**src/rtl/bresenham_line_stepper_pkg.sv**
```systemverilog
// Shared types and constants for the Bresenham line stepper.
package bresenham_line_stepper_pkg;

    localparam int unsigned WIDTH = 10;

    typedef enum logic {
        IDLE = 1'b0,
        DRAW = 1'b1
    } state_e;

    localparam logic [WIDTH-1:0] YSTEP_POS = 10'h001;
    localparam logic [WIDTH-1:0] YSTEP_NEG = 10'h3FF;

endpackage : bresenham_line_stepper_pkg

```
**src/rtl/bresenham_line_stepper_if.sv**
```systemverilog
// Parameter-in and pixel-out handshakes of the line stepper.
interface bresenham_line_stepper_if #(
    parameter int unsigned WIDTH = bresenham_line_stepper_pkg::WIDTH
);
    logic             param_valid;
    logic             param_ready;
    logic [WIDTH-1:0] x0;
    logic [WIDTH-1:0] x1;
    logic [WIDTH-1:0] y0;
    logic             steep;
    logic [WIDTH-1:0] deltax;
    logic [WIDTH-1:0] deltay;
    logic [WIDTH-1:0] ystep;
    logic             pix_valid;
    logic             pix_ready;
    logic [WIDTH-1:0] pix_x;
    logic [WIDTH-1:0] pix_y;
    logic             line_done;

    modport slave (
        input  param_valid, x0, x1, y0, steep, deltax, deltay, ystep, pix_ready,
        output param_ready, pix_valid, pix_x, pix_y, line_done
    );

    modport master (
        output param_valid, x0, x1, y0, steep, deltax, deltay, ystep, pix_ready,
        input  param_ready, pix_valid, pix_x, pix_y, line_done
    );
endinterface : bresenham_line_stepper_if

```
**src/rtl/bresenham_line_stepper_err_step.sv**
```systemverilog
// One Bresenham error update: next err and next minor-axis coordinate.
module bresenham_err_step #(
    parameter int unsigned WIDTH = bresenham_line_stepper_pkg::WIDTH
) (
    input  logic [WIDTH:0]   err_i,
    input  logic [WIDTH-1:0] dx_i,
    input  logic [WIDTH-1:0] dy_i,
    input  logic [WIDTH-1:0] y_i,
    input  logic [WIDTH-1:0] ys_i,
    output logic [WIDTH:0]   err_o,
    output logic [WIDTH-1:0] y_o
);
    logic [WIDTH:0] err_sub;

    // Two's complement on WIDTH+1 bits; the MSB is the sign of e'.
    always_comb begin
        err_sub = err_i - {1'b0, dy_i};
        err_o   = err_sub;
        y_o     = y_i;
        if (err_sub[WIDTH]) begin
            err_o = err_sub + {1'b0, dx_i};
            y_o   = y_i + ys_i;
        end
    end
endmodule : bresenham_err_step

```
**src/rtl/generic_reg.sv**
```systemverilog
// Enabled register with synchronous active-high reset.
module generic_reg #(
    parameter int unsigned W       = 1,
    parameter logic [W-1:0] RST_VAL = '0
) (
    input  logic         clk,
    input  logic         rst,
    input  logic         en,
    input  logic [W-1:0] d,
    output logic [W-1:0] q
);
    always_ff @(posedge clk) begin
        if (rst) begin
            q <= RST_VAL;
        end else if (en) begin
            q <= d;
        end
    end
endmodule : generic_reg

```
**src/rtl/bresenham_line_stepper.sv**
```systemverilog
// Walks the major axis of one line per parameter set and emits screen-space pixels.
module bresenham_line_stepper
    import bresenham_line_stepper_pkg::*;
#(
    parameter int unsigned WIDTH = bresenham_line_stepper_pkg::WIDTH
) (
    input  logic                     clk,
    input  logic                     rst,
    bresenham_line_stepper_if.slave  bus
);
    state_e           state_q, state_d;
    logic [WIDTH-1:0] x_q, x_d;
    logic [WIDTH-1:0] y_q, y_d;
    logic [WIDTH:0]   err_q, err_d;
    logic             done_q, done_d;

    logic             stp_q;
    logic [WIDTH-1:0] dx_q, dy_q, ys_q, xend_q;
    logic [WIDTH:0]   err_nxt;
    logic [WIDTH-1:0] y_nxt;
    logic             accept_c;

    assign accept_c = (state_q == IDLE) && bus.param_valid;

    generic_reg #(.W(1))     u_stp  (.clk(clk), .rst(rst), .en(accept_c), .d(bus.steep),  .q(stp_q));
    generic_reg #(.W(WIDTH)) u_dx   (.clk(clk), .rst(rst), .en(accept_c), .d(bus.deltax), .q(dx_q));
    generic_reg #(.W(WIDTH)) u_dy   (.clk(clk), .rst(rst), .en(accept_c), .d(bus.deltay), .q(dy_q));
    generic_reg #(.W(WIDTH)) u_ys   (.clk(clk), .rst(rst), .en(accept_c), .d(bus.ystep),  .q(ys_q));
    generic_reg #(.W(WIDTH)) u_xend (.clk(clk), .rst(rst), .en(accept_c), .d(bus.x1),     .q(xend_q));

    bresenham_err_step #(.WIDTH(WIDTH)) u_err_step (
        .err_i (err_q),
        .dx_i  (dx_q),
        .dy_i  (dy_q),
        .y_i   (y_q),
        .ys_i  (ys_q),
        .err_o (err_nxt),
        .y_o   (y_nxt)
    );

    // Next-state: load on accept, step on pixel transfer, finish at xend.
    always_comb begin
        state_d = state_q;
        x_d     = x_q;
        y_d     = y_q;
        err_d   = err_q;
        done_d  = 1'b0;
        unique case (state_q)
            IDLE: begin
                if (bus.param_valid) begin
                    x_d     = bus.x0;
                    y_d     = bus.y0;
                    err_d   = {1'b0, bus.deltax >> 1};
                    state_d = DRAW;
                end
            end
            DRAW: begin
                if (bus.pix_ready) begin
                    if (x_q == xend_q) begin
                        state_d = IDLE;
                        done_d  = 1'b1;
                    end else begin
                        x_d   = x_q + WIDTH'(1);
                        y_d   = y_nxt;
                        err_d = err_nxt;
                    end
                end
            end
            default: state_d = IDLE;
        endcase
    end

    always_ff @(posedge clk) begin
        if (rst) begin
            state_q <= IDLE;
            x_q     <= '0;
            y_q     <= '0;
            err_q   <= '0;
            done_q  <= 1'b0;
        end else begin
            state_q <= state_d;
            x_q     <= x_d;
            y_q     <= y_d;
            err_q   <= err_d;
            done_q  <= done_d;
        end
    end

    // Undo the steep swap from registered state only.
    assign bus.param_ready = (state_q == IDLE);
    assign bus.pix_valid   = (state_q == DRAW);
    assign bus.pix_x       = stp_q ? y_q : x_q;
    assign bus.pix_y       = stp_q ? x_q : y_q;
    assign bus.line_done   = done_q;

endmodule : bresenham_line_stepper
```
**src/flat_wrapper.sv**
```systemverilog
// flat-port wrapper written by rule: the top's interface ports become plain ports
module bresenham_line_stepper_flat import bresenham_line_stepper_pkg::*;
#(
    parameter int unsigned WIDTH = bresenham_line_stepper_pkg::WIDTH
)
  (clk, rst, bus_param_valid, bus_x0, bus_x1, bus_y0, bus_steep, bus_deltax, bus_deltay, bus_ystep, bus_pix_ready, bus_param_ready, bus_pix_valid, bus_pix_x, bus_pix_y, bus_line_done);
  bresenham_line_stepper_if #(.WIDTH(WIDTH)) bus_i ();
  input  logic clk;
  input  logic rst;
  input wire logic [$bits(bus_i.param_valid)-1:0] bus_param_valid;
  input wire logic [$bits(bus_i.x0)-1:0] bus_x0;
  input wire logic [$bits(bus_i.x1)-1:0] bus_x1;
  input wire logic [$bits(bus_i.y0)-1:0] bus_y0;
  input wire logic [$bits(bus_i.steep)-1:0] bus_steep;
  input wire logic [$bits(bus_i.deltax)-1:0] bus_deltax;
  input wire logic [$bits(bus_i.deltay)-1:0] bus_deltay;
  input wire logic [$bits(bus_i.ystep)-1:0] bus_ystep;
  input wire logic [$bits(bus_i.pix_ready)-1:0] bus_pix_ready;
  output wire logic [$bits(bus_i.param_ready)-1:0] bus_param_ready;
  output wire logic [$bits(bus_i.pix_valid)-1:0] bus_pix_valid;
  output wire logic [$bits(bus_i.pix_x)-1:0] bus_pix_x;
  output wire logic [$bits(bus_i.pix_y)-1:0] bus_pix_y;
  output wire logic [$bits(bus_i.line_done)-1:0] bus_line_done;
  assign bus_i.param_valid = bus_param_valid;
  assign bus_i.x0 = bus_x0;
  assign bus_i.x1 = bus_x1;
  assign bus_i.y0 = bus_y0;
  assign bus_i.steep = bus_steep;
  assign bus_i.deltax = bus_deltax;
  assign bus_i.deltay = bus_deltay;
  assign bus_i.ystep = bus_ystep;
  assign bus_i.pix_ready = bus_pix_ready;
  assign bus_param_ready = bus_i.param_ready;
  assign bus_pix_valid = bus_i.pix_valid;
  assign bus_pix_x = bus_i.pix_x;
  assign bus_pix_y = bus_i.pix_y;
  assign bus_line_done = bus_i.line_done;
  bresenham_line_stepper #(.WIDTH(WIDTH)) u_core (.clk(clk), .rst(rst), .bus(bus_i));
endmodule
```
**config.mk**
```make
export PLATFORM = sky130hd
export DESIGN_NAME = bresenham_line_stepper_flat
export DESIGN_NICKNAME = d
export VERILOG_FILES = /design/src/rtl/bresenham_line_stepper_pkg.sv /design/src/rtl/bresenham_line_stepper_if.sv /design/src/rtl/bresenham_line_stepper_err_step.sv /design/src/rtl/generic_reg.sv /design/src/rtl/bresenham_line_stepper.sv /design/src/flat_wrapper.sv
export SDC_FILE = /design/constraint.sdc
export NUM_CORES = 1
export LEC_CHECK = 0
export CORE_MARGIN = 2
export CORE_UTILIZATION = 30
export CTS_CLUSTER_SIZE = 40
export DETAILED_ROUTE_END_ITERATION = 16
export GPL_TIMING_DRIVEN = 0
export PLACE_DENSITY = 0.5
export SLEW_MARGIN = 20
export SYNTH_ARGS = -nofsm -noshare
export SYNTH_HDL_FRONTEND = slang
export SYNTH_HIERARCHICAL = 1
export SYNTH_SLANG_ARGS = --single-unit
```
**constraint.sdc**
```tcl
create_clock -name clk -period 8.5 [get_ports clk]
set_clock_uncertainty 0.05 [all_clocks]
set_input_delay 1.7 -clock clk [delete_from_list [all_inputs] [get_ports clk]]
set_output_delay 1.7 -clock clk [all_outputs]
set_load 0.05 [all_outputs]
```
==> out/metrics.cfg <==
[pwr]
netSwitchingFraction_pct = 38.9
p_int_uw = 940
pwr-share-comb_pct = 45.7
switching_power_uw = 599
leakage_uw = 0.00258
power_density_nw_per_um2 = 232
clkPwrFrac_pct = 27.2
p_seq_share_pct = 27.1
max-vdd-ir-drop_uv = 99.9

[sta]
grt_setup_unrepaired = false
slew_violations = 0
setup_viol = 0
fin_crit_ps = 4070
worst_slew_pin_slew_ps = 864
hold-worst-slack_ps = 443
hold_viol_final = 0
slew_headroom_pct = 42.4
timing.final.crit_share_pct = 47.9
fin_setup_tns_ps = 0
max_freq_ghz = 0.246

[setup_path]
rrSetupSlack_ps = 4640
crit_fanout = 10
end_kind = output pin
r2r-end = u_core/err_q[9]
r2r_cells = 17
worstPathCellList = buf_1 -> mux2_2 -> clkdlybuf4s50_1
slowest_stage = clkdlybuf4s50_1
path_class = flop to output pin
cp-start-kind = flop
crit_arrival_ps = 2320
slowest_delay_ps = 710
r2r_start = u_core/err_q[0]
cp.required_ps = 6750

[floorplanning]
boundaryPins = 88
die-width_um = 135
die_area_um2 = 18200
chipHeight_um = 135
std_cell_rows = 47
initial_core_util_pct = 30.9
core_um2 = 16700

[yosys]
ys_warn_count = 6
synth_top_flop_cell = dfxtp_1
synth-edff-count = 0
syn_inst = 569
synth.avg_cell_area_um2 = 9.06
yosysTopAreaCell = dfxtp_1
syn_nets = 668
ys_async_sr_fraction_pct = 0
synth_top_cell_area_share_pct = 28.7
netlist_area_um2 = 5150
ys_seq_elements = 74
synth_cell_types = 57
yosys-top-cells-area = dfxtp_1 29%, mux2i_1 12%, ha_1 7.5%
synth.yosys.seq_area_share_pct = 28.7

[global_route]
grt_pass1_wl_mm = 24.2
grt-ovfl-total = 0
antenna_found_initial = 0
first_global_vias = 4515
grt_max_degree = 14
track_usage_pct = 17.3

[route]
dr.pass1.iters = 4
post-route-drc-count = 0
via_per_inst = 5.08
drtIter0Drc = 206
routed_wl_mm = 15.3
wire_per_inst_um = 17.2
vias = 4529
postRouteAntennaNets = 0

[cts]
clockRootBuffer = clkbuf_16
hold_buffers = 0
ctsHtreeMaxLevel = 3
worstSkewPairLatency_ps = 360
clock_sinks = 74
cts_buffers = 9
cts_setup_buffers = 0
clk_pin_slew_ps = 60
cts-resized-gates = 0
cts_buffer_depth = 2
tritoncts = done

[hold_path]
min_from = u_core/u_dy/q[2]
whs_path_depth = 2
hp-class = flop to flop
hold_end = u_core/u_dy/q[2]

[finish]
fillers = 1701
drive_gt1_share_pct = 13.7
nets = 766
syn_to_final_growth_pct = 28.5
n_antenna_cell = 0

[outcome]
status = complete, no violations

[place]
io_buffers = 87
dpl.hpwl_mm = 12.0
gp_congestion = 0.867

[run]
cap_violations = 0

-- area by class of cell --
cell class	instances	area [um^2]	share of cell area (%)
multi-input combinational	436	3380	51.0
sequential	74	1480	22.4
timing repair buffer	87	871	13.2
tap	220	275	4.16
clock buffer	10	229	3.46
buffer	32	191	2.89
inverter	27	101	1.53
clock inverter	6	91.3	1.38
-- power by group through the flow --
stage	Sequential (uW)	Clock (uW)	Combinational [uW]
2_1_floorplan	412	0	517
3_3_place_gp	424	0	685
3_5_place_dp	425	0	699
4_1_cts	418	427	703
5_1_grt	422	442	775
6_report	417	419	703
-- cell usage in the layout (no fill, tap or decap), drive strengths merged, types with 6 or more instances in the layout --
master | synthesis | final
a211oi | 28 | 28
a21oi | 38 | 38
a31oi | 6 | 6
buf | 20 | 20
clkbuf | 12 | 22
clkdlybuf4s50 | 0 | 87
dfxtp | 74 | 74
ha | 31 | 31
inv | 27 | 27
mux2 | 27 | 27
mux2i | 62 | 62
nand2 | 27 | 27
nand3 | 12 | 12
nand4 | 7 | 7
nor2 | 64 | 64
nor3 | 11 | 11
nor4 | 6 | 6
o21ai | 31 | 31
xnor2 | 17 | 17
xor2 | 16 | 16
-- through the flow --
| step | instances | util (%) | power, uW | worst slack [ps] | instance area, um^2 |
|---|---|---|---|---|---|
| after floorplan | 569 | - | 928 | 5090 | 5150 |
| after global placement | 876 | 37.7 | 1110 | 4800 | 6300 |
| after global routing | 892 | 39.6 | 1640 | 4310 | 6620 |
| final | 892 | 39.6 | 1540 | 4430 | 6620 |
| after CTS | 892 | 39.6 | 1550 | 4410 | 6620 |
| after detailed placement | 876 | 37.7 | 1120 | 4720 | 6300 |
-- per-layer routing --
layer	vias up	GRT usage (%)	wire, um
li1	2257	-	-
met3	17	2.63	656
met1	2133	23.4	7440
met5	-	0	0
met4	0	6.42	282
met2	122	27.9	6960
-- synthesized netlist by cell type, types with 2 or more instances --
| master | number |
|---|---|
| o22ai_1 | 2 |
| mux2i_1 | 62 |
| mux2_2 | 20 |
| buf_2 | 3 |
| o21ai_0 | 29 |
| or3_1 | 5 |
| a21o_1 | 3 |
| a31o_1 | 2 |
| o41ai_2 | 2 |
| ha_1 | 31 |
| nand2b_1 | 4 |
| nand4_1 | 6 |
| a21oi_1 | 27 |
| inv_1 | 26 |
| xor2_1 | 16 |
| o41ai_1 | 3 |
| a21oi_2 | 10 |
| o21a_1 | 2 |
| buf_6 | 8 |
| o2111ai_1 | 3 |
| a211oi_2 | 21 |
| o21ai_1 | 2 |
| nand3_1 | 12 |
| a211oi_1 | 7 |
| fa_1 | 3 |
| clkbuf_1 | 12 |
| nor4_1 | 4 |
| nor4_2 | 2 |
| nor2b_1 | 5 |
| dfxtp_1 | 74 |
| mux2_1 | 7 |
| nor3_1 | 11 |
| nand3b_1 | 5 |
| xnor2_1 | 17 |
| nor2_1 | 63 |
| buf_1 | 7 |
| buf_4 | 2 |
| nand2_1 | 27 |
| a31oi_1 | 6 |
-- sequential cells by signal (all words and copies together) (netlist names) --
signal	count
u_core/err_q	11
u_core/u_dx/q	10
u_core/u_dy/q	10
u_core/u_xend/q	10
u_core/u_ys/q	10
u_core/x_q	10
u_core/y_q	10
u_core/bus.line_done	1
u_core/bus.pix_valid	1
u_core/u_stp/q	1
-- worst max-delay path, delay by kind of cell, from the launching register on --
| kind | cells | cell delay, ps |
|---|---|---|
| DFF | 1 | 420 |
| buffers and inverters | 2 | 1150 |
| muxes | 1 | 410 |
-- cell families (layout without fill, tap and decap cells) --
family | after synthesis | in the layout | synth area share [%]
buffers and inverters | 59 | 162 | 5.68
XOR/XNOR | 33 | 33 | 5.61
multiplexers | 89 | 89 | 17.9
AO/OA/AOI/OAI | 129 | 129 | 19.2
adder cells (fa/ha/maj) | 34 | 34 | 8.69
AND/OR/NAND/NOR | 151 | 151 | 14.2
flip-flops | 74 | 74 | 28.7
-- worst max-delay path by stage --
stage	endpoint	slack, ps	startpoint
final	bus_pix_x[0]	4430	u_core/u_stp/q
after global routing	bus_pix_x[0]	4310	u_core/u_stp/q
after CTS	bus_pix_x[0]	4410	u_core/u_stp/q
after detailed placement	u_core/err_q[9]	4720	u_core/err_q[0]
after global placement	u_core/err_q[9]	4800	u_core/err_q[0]
after floorplan	bus_pix_x[4]	5090	u_core/u_stp/q
Note: power is estimated with default switching activity, not from simulation.
